<file path="src/rtl/spi_ctrl_iomem_if.sv">
// CPU iomem bus as seen by the SPI controller: one-cycle sel strobe,
// byte write strobes, combinational read data.
interface spi_ctrl_iomem_if;
  logic        sel;
  logic [7:0]  addr;
  logic [3:0]  wstrb;
  logic [31:0] wdata;
  logic [31:0] rdata;

  modport master (output sel, addr, wstrb, wdata, input rdata);
  modport slave  (input sel, addr, wstrb, wdata, output rdata);
endinterface

</file>
<file path="src/rtl/spi_ctrl_iomem.sv">
// SPI mode-0 master on the iomem bus: single/dual/quad lanes, one byte per TX write.
// Quad lanes exist only when SPI_CONTROLLER_QUAD_EN is defined; otherwise MODE=10 runs single.
module spi_ctrl_iomem (
  input  logic                   clk,
  input  logic                   reset,
  spi_ctrl_iomem_if.slave        bus,
  output logic                   spi_cs,
  output logic                   spi_clk,
  input  logic [3:0]             spi_data_in,
  output logic [3:0]             spi_data_out,
  output logic [3:0]             spi_data_enable
);

  localparam logic [1:0] S_IDLE  = 2'd0;
  localparam logic [1:0] S_SHIFT = 2'd1;
  localparam logic [1:0] S_LAST  = 2'd2;

  localparam logic [1:0] M_SINGLE = 2'd0;
  localparam logic [1:0] M_DUAL   = 2'd1;
  localparam logic [1:0] M_QUAD   = 2'd2;

  logic [1:0] state;
  logic [7:0] ctrl;
  logic [7:0] rx;
  logic [7:0] tx_sh;
  logic       busy;
  logic       cs_pend;
  logic [3:0] div_cnt;
  logic [3:0] cur_div;
  logic [1:0] cur_mode;
  logic       cur_rd;
  logic [2:0] per_cnt;
  logic [3:0] dout_q;
  logic [3:0] den_q;

  function automatic logic [1:0] decode_mode(input logic [1:0] f);
    case (f)
      2'b01: decode_mode = M_DUAL;
      2'b10: begin
`ifdef SPI_CONTROLLER_QUAD_EN
        decode_mode = M_QUAD;
`else
        decode_mode = M_SINGLE;
`endif
      end
      default: decode_mode = M_SINGLE;
    endcase
  endfunction

  function automatic logic [3:0] lane_bits(input logic [1:0] mode, input logic [7:0] b);
    case (mode)
      M_QUAD:  lane_bits = b[7:4];
      M_DUAL:  lane_bits = {2'b00, b[7:6]};
      default: lane_bits = {3'b000, b[7]};
    endcase
  endfunction

  function automatic logic [3:0] lane_en(input logic [1:0] mode, input logic rd);
    case (mode)
      M_QUAD:  lane_en = rd ? 4'h0 : 4'hF;
      M_DUAL:  lane_en = rd ? 4'h0 : 4'h3;
      default: lane_en = 4'h1;
    endcase
  endfunction

  function automatic logic [7:0] shift_tx(input logic [1:0] mode, input logic [7:0] b);
    case (mode)
      M_QUAD:  shift_tx = {b[3:0], 4'h0};
      M_DUAL:  shift_tx = {b[5:0], 2'b00};
      default: shift_tx = {b[6:0], 1'b0};
    endcase
  endfunction

  // Single lane is always full duplex; dual/quad only shift in when RD is set.
  function automatic logic [7:0] sample_rx(input logic [1:0] mode, input logic rd,
                                           input logic [7:0] cur, input logic [3:0] din);
    case (mode)
      M_QUAD:  sample_rx = rd ? {cur[3:0], din} : cur;
      M_DUAL:  sample_rx = rd ? {cur[5:0], din[1:0]} : cur;
      default: sample_rx = {cur[6:0], din[1]};
    endcase
  endfunction

  function automatic logic [2:0] last_period(input logic [1:0] mode);
    case (mode)
      M_QUAD:  last_period = 3'd1;
      M_DUAL:  last_period = 3'd3;
      default: last_period = 3'd7;
    endcase
  endfunction

  logic       wr_hit;
  logic       ctrl_wr;
  logic       tx_wr;
  logic       csrel_wr;
  logic       start;
  logic [7:0] ctrl_nx;
  logic [1:0] mode_nx;
  logic       half_done;

  assign wr_hit    = bus.sel && (bus.addr == 8'h00);
  assign ctrl_wr   = wr_hit && bus.wstrb[1];
  assign tx_wr     = wr_hit && bus.wstrb[0];
  assign csrel_wr  = ctrl_wr && bus.wdata[15];
  // A control write in the same cycle as the TX byte configures that byte.
  assign ctrl_nx   = ctrl_wr ? bus.wdata[15:8] : ctrl;
  assign mode_nx   = decode_mode(ctrl_nx[5:4]);
  assign start     = tx_wr && !busy;
  assign half_done = (div_cnt == cur_div);

  assign bus.rdata = (bus.addr == 8'h00) ? {busy, 15'h0000, ctrl, rx} : 32'h0000_0000;

  always_ff @(posedge clk) begin
    if (!reset) begin
      state    <= S_IDLE;
      ctrl     <= 8'h00;
      rx       <= 8'h00;
      busy     <= 1'b0;
      cs_pend  <= 1'b0;
      spi_cs   <= 1'b1;
      spi_clk  <= 1'b0;
      dout_q   <= 4'h0;
      den_q    <= 4'h0;
      div_cnt  <= 4'h0;
      cur_div  <= 4'h0;
      cur_mode <= M_SINGLE;
      cur_rd   <= 1'b0;
      per_cnt  <= 3'd0;
    end else begin
      if (ctrl_wr)
        ctrl <= bus.wdata[15:8];

      case (state)
        S_IDLE: begin
          if (start) begin
            state    <= S_SHIFT;
            busy     <= 1'b1;
            tx_sh    <= bus.wdata[7:0];
            cur_div  <= ctrl_nx[3:0];
            cur_mode <= mode_nx;
            cur_rd   <= ctrl_nx[6];
            per_cnt  <= last_period(mode_nx);
            div_cnt  <= 4'h0;
            spi_clk  <= 1'b0;
            dout_q   <= lane_bits(mode_nx, bus.wdata[7:0]) & lane_en(mode_nx, ctrl_nx[6]);
            den_q    <= lane_en(mode_nx, ctrl_nx[6]);
          end
        end
        S_SHIFT: begin
          if (half_done) begin
            div_cnt <= 4'h0;
            if (!spi_clk) begin
              spi_clk <= 1'b1;
              rx      <= sample_rx(cur_mode, cur_rd, rx, spi_data_in);
            end else begin
              spi_clk <= 1'b0;
              if (per_cnt == 3'd0) begin
                state <= S_LAST;
              end else begin
                per_cnt <= per_cnt - 3'd1;
                tx_sh   <= shift_tx(cur_mode, tx_sh);
                dout_q  <= lane_bits(cur_mode, shift_tx(cur_mode, tx_sh)) &
                           lane_en(cur_mode, cur_rd);
              end
            end
          end else begin
            div_cnt <= div_cnt + 4'd1;
          end
        end
        S_LAST: begin
          if (half_done) begin
            state   <= S_IDLE;
            busy    <= 1'b0;
            div_cnt <= 4'h0;
            dout_q  <= 4'h0;
            den_q   <= 4'h0;
          end else begin
            div_cnt <= div_cnt + 4'd1;
          end
        end
        default: state <= S_IDLE;
      endcase

      // CS drops with each start and only rises on an explicit release.
      if (start) begin
        spi_cs  <= 1'b0;
        cs_pend <= csrel_wr;
      end else if (state == S_IDLE) begin
        if (csrel_wr || cs_pend) begin
          spi_cs  <= 1'b1;
          cs_pend <= 1'b0;
        end
      end else if (csrel_wr) begin
        cs_pend <= 1'b1;
      end
    end
  end

`ifdef SPI_CONTROLLER_QUAD_EN
  assign spi_data_out    = dout_q;
  assign spi_data_enable = den_q;
`else
  logic unused_hi_lanes;
  assign unused_hi_lanes = ^{dout_q[3:2], den_q[3:2]};
  assign spi_data_out    = {2'b00, dout_q[1:0]};
  assign spi_data_enable = {2'b00, den_q[1:0]};
`endif

  logic unused_bus;
  assign unused_bus = ^{bus.wdata[31:16], bus.wstrb[3:2]};

endmodule

</file>
<file path="src/flat_wrapper.sv">
// flat-port wrapper written by rule: the top's interface ports become plain ports
module spi_ctrl_iomem_flat 
  (clk, reset, spi_cs, spi_clk, spi_data_in, spi_data_out, spi_data_enable, bus_sel, bus_addr, bus_wstrb, bus_wdata, bus_rdata);
  spi_ctrl_iomem_if bus_i ();
  input  logic clk;
  input  logic reset;
  output logic spi_cs;
  output logic spi_clk;
  input  logic [3:0] spi_data_in;
  output logic [3:0] spi_data_out;
  output logic [3:0] spi_data_enable;
  input wire logic [$bits(bus_i.sel)-1:0] bus_sel;
  input wire logic [$bits(bus_i.addr)-1:0] bus_addr;
  input wire logic [$bits(bus_i.wstrb)-1:0] bus_wstrb;
  input wire logic [$bits(bus_i.wdata)-1:0] bus_wdata;
  output wire logic [$bits(bus_i.rdata)-1:0] bus_rdata;
  assign bus_i.sel = bus_sel;
  assign bus_i.addr = bus_addr;
  assign bus_i.wstrb = bus_wstrb;
  assign bus_i.wdata = bus_wdata;
  assign bus_rdata = bus_i.rdata;
  spi_ctrl_iomem u_core (.clk(clk), .reset(reset), .bus(bus_i), .spi_cs(spi_cs), .spi_clk(spi_clk), .spi_data_in(spi_data_in), .spi_data_out(spi_data_out), .spi_data_enable(spi_data_enable));
endmodule
</file>
<file path="config.mk">
export PLATFORM = sky130hd
export DESIGN_NAME = spi_ctrl_iomem_flat
export DESIGN_NICKNAME = d
export VERILOG_FILES = /design/src/rtl/spi_ctrl_iomem_if.sv /design/src/rtl/spi_ctrl_iomem.sv /design/src/flat_wrapper.sv
export SDC_FILE = /design/constraint.sdc
export NUM_CORES = 1
export LEC_CHECK = 0
export CORE_UTILIZATION = 41
export CTS_CLUSTER_DIAMETER = 150
export DETAILED_ROUTE_END_ITERATION = 8
export GPL_ROUTABILITY_DRIVEN = 0
export HOLD_SLACK_MARGIN = 0.08
export PLACE_DENSITY = 0.77
export SYNTH_ARGS = -nofsm -noshare
export SYNTH_HDL_FRONTEND = slang
export SYNTH_SLANG_ARGS = --single-unit
</file>
<file path="constraint.sdc">
create_clock -name clk -period 2.12 [get_ports clk]
set_input_delay 0.424 -clock clk [delete_from_list [all_inputs] [get_ports clk]]
set_output_delay 0.424 -clock clk [all_outputs]
set_load 0.02 [all_outputs]
</file>
==> results_dict.tcl <==
set metrics [dict create \
    run_status "completed" \
    core-area_um2 6310 \
    leakage_nw 1.51 \
    start_util 0.423 \
    cp.required_ps 1700 \
    yosysUniqueCellTypes 50 \
    maxCapViolCount 0 \
    antenna_found_initial 0 \
    crit_chain "dlygate4sd2_1, nor4_4, buf_4, buf_2, and3_1, buf_4" \
    yosysWarnings 0 \
    num_rows 29 \
    clk_latency_ps 300 \
    r2r_setup_slack_ps 220 \
    post_synth_most_frequent_cells "39 x dfxtp_1, 36 x nor2_1, 21 x mux2i_1" \
    nFillCells 584 \
    port-buffer-count 53 \
    fp.dieH_um 82.7 \
    place_area_um2 3370 \
    pre_cts_ws_ps -558 \
    die_x_um 82.7 \
    critPathCaptureType "output port" \
    hold_path_depth 2 \
    hold_class "flop to flop" \
    hold_viol_final 0 \
    numCtsBuffers 5 \
    die_area_um2 6840 \
    cts_max_level 2 \
    syn_inst 305 \
    synth.most_common_cell "dfxtp_1" \
    fin_area_um2 3590 \
    final.min_clock_period_ps 2080 \
    syn-cell-area_um2 2670 \
    power_density_nw_per_um2 492 \
    io_pins 93 \
    dr.pass1.iters 4 \
    worstPathArrival_ps 1650 \
    grt_pass1_vias 2389 \
    cts_tree "built" \
    place_inst 443 \
    routed_wl_mm 6.83 \
    finalMaxSlewViolations 0 \
    fin_ws_ps 41.6 \
    final_core_utilization 0.568 \
    dp_hpwl_mm 4.78 \
    r2r_start "u_core.per_cnt[0]" \
    synthArstFlopShare 0 \
    path_max_fanout 4 \
    grt.overflow.total 0 \
    r2r_cells 7 \
    max-vdd-ir-drop_mv 0.303 \
    syn_avg_cell_area_um2 8.75 \
    stdcell_count 460 \
    fmax_mhz 481 \
    post-synth-top-area-fraction 0.292 \
    period_share 0.980 \
    cts.path.max_buffers 2 \
    hold_start "u_core.cs_pend" \
    dr_total_vias 2468 \
    synthToLayoutAreaGrowth_pct 34.4 \
    via_per_inst 5.37 \
    drt-initial-drc-count 139 \
    clkSinkCount 46 \
    synth_area_leaders "dfxtp_1 29%, edfxtp_1 7.9%, mux2i_1 7.9%, buf_4 5.3%, nor2_1 5.1%" \
    cts.clk_slew.worst_paths_ps 90 \
    critical_path.slowest_cell "nor4_4" \
    drc 0 \
    worstReg2RegEnd "u_core.tx_sh[4]" \
    power.total_w 0.00177 \
    ys_ff_latch 46 \
    yosysSeqAreaShare 0.371 \
    setup_violations 0 \
    cp-start-kind "input port" \
    synth_edf_count 7 \
    cts_root_buf "clkbuf_8" \
    grt_usage 0.210 \
    grt_max_degree 28 \
    fin_skew_ps 5.79 \
    holdPathEnd "u_core.cs_pend" \
    seqCellArea_um2 991 \
    yosysTopAreaCell "dfxtp_1" \
    fin_nets 440 \
    worst-setup-path-type "input port to output port" \
    grt_pass1_wl_mm 10.8 \
    synth_ff_type "dfxtp_1" \
    post_drt_wl_per_cell_um 14.9 \
    worst_path_most_repeated_cell "buf_4" \
    layout-drive-gt1-share 0.238 \
    grt_setup_unrepaired "true" \
    n_antenna_cell 0 \
    multi_input_area_um2 1570 \
    ant_nets 0 \
    max_stage_delay_ps 310 \
]
## through the flow
step                hold slack [ps]  setup TNS, ps
global placement                441         -18210
detailed placement              439         -20940
global route                    479           -152
finish                          451              0
CTS                             452              0
floorplan                       427           -442
## cell type report
| cell class | instances | share of cell area |
|---|---|---|
| Clock buffer | 5 | 0.0192 |
| Inverter | 14 | 0.0146 |
| Tap cell | 77 | 0.0268 |
| Timing Repair Buffer | 90 | 0.219 |
| Multi-Input combinational cell | 225 | 0.437 |
| Clock inverter | 3 | 0.00697 |
| Sequential cell | 46 | 0.276 |
## flip-flops by register name, summed over array words and instances, names as in the netlist
signal and count:
u_core.busy 1, u_core.cs_pend 1, u_core.ctrl 8, u_core.cur_div 4
u_core.cur_mode 1, u_core.cur_rd 1, u_core.den_q 2, u_core.div_cnt 4
u_core.dout_q 2, u_core.per_cnt 3, u_core.rx 8, u_core.spi_clk 1
u_core.spi_cs 1, u_core.state 2, u_core.tx_sh 7
## cells in the final DEF (no fill, tap or decap), drive strengths merged, types with 3 or more instances in the layout
master	instances
nand2	14
ha	7
dlygate4sd2	8
nand3	3
and3	19
nor2b	5
nor2	37
clkdlybuf4s50	28
a31oi	4
a211oi	14
edfxtp	7
a21oi	16
xnor2	4
mux2i	21
conb	19
inv	15
nand2b	4
o21ai	14
dfxtp	39
clkbuf	5
nand3b	7
buf	54
nand4	6
## per-layer routing
metal / global-route usage / part of all wire / vias up
met5: 0 / 0 / -
met4: 0.0741 / 0.016 / 0
li1: - / - / 1208
met1: 0.238 / 0.41 / 1164
met2: 0.380 / 0.51 / 84
met3: 0.0516 / 0.060 / 12
## worst max-delay path by stage
stage,endpoint,from,slack (ps)
after detailed placement,bus_rdata[2],bus_addr[7],-560
after floorplan,u_core.tx_sh[0],bus_addr[1],-60
final,bus_rdata[9],bus_addr[7],40
after global routing,u_core.dout_q[1],bus_addr[7],-30
after CTS,bus_rdata[2],bus_addr[2],60
after global placement,bus_rdata[6],bus_addr[7],-490
## power breakdown
part	switching (W)	total, W	internal (W)
logic	0.000156	0.000285	0.000128
registers	0.0000179	0.000925	0.000907
clock network	0.000319	0.000557	0.000238
## worst max-delay path: cells and delay by family
kind	cells	cell delay (ps)
AND/OR/NAND/NOR	2	470
buffers and inverters	4	760
## logic make-up after synthesis
family | synth area share
AND/OR/NAND/NOR | 0.227
AO/OA/AOI/OAI | 0.172
buffers and inverters | 0.103
flip-flops | 0.371
multiplexers | 0.0787
adder cells (fa/ha/maj) | 0.0328
XOR/XNOR | 0.0131
other | 0.00140
## repair_timing
item,4_1_cts,5_1_grt
setup buffers,5,1
pin swaps,7,3
gates cloned,3,0
hold buffers,0,0
resized for setup,103,15
setup endpoints to repair,36,25
(Power assumes the default switching activity.)
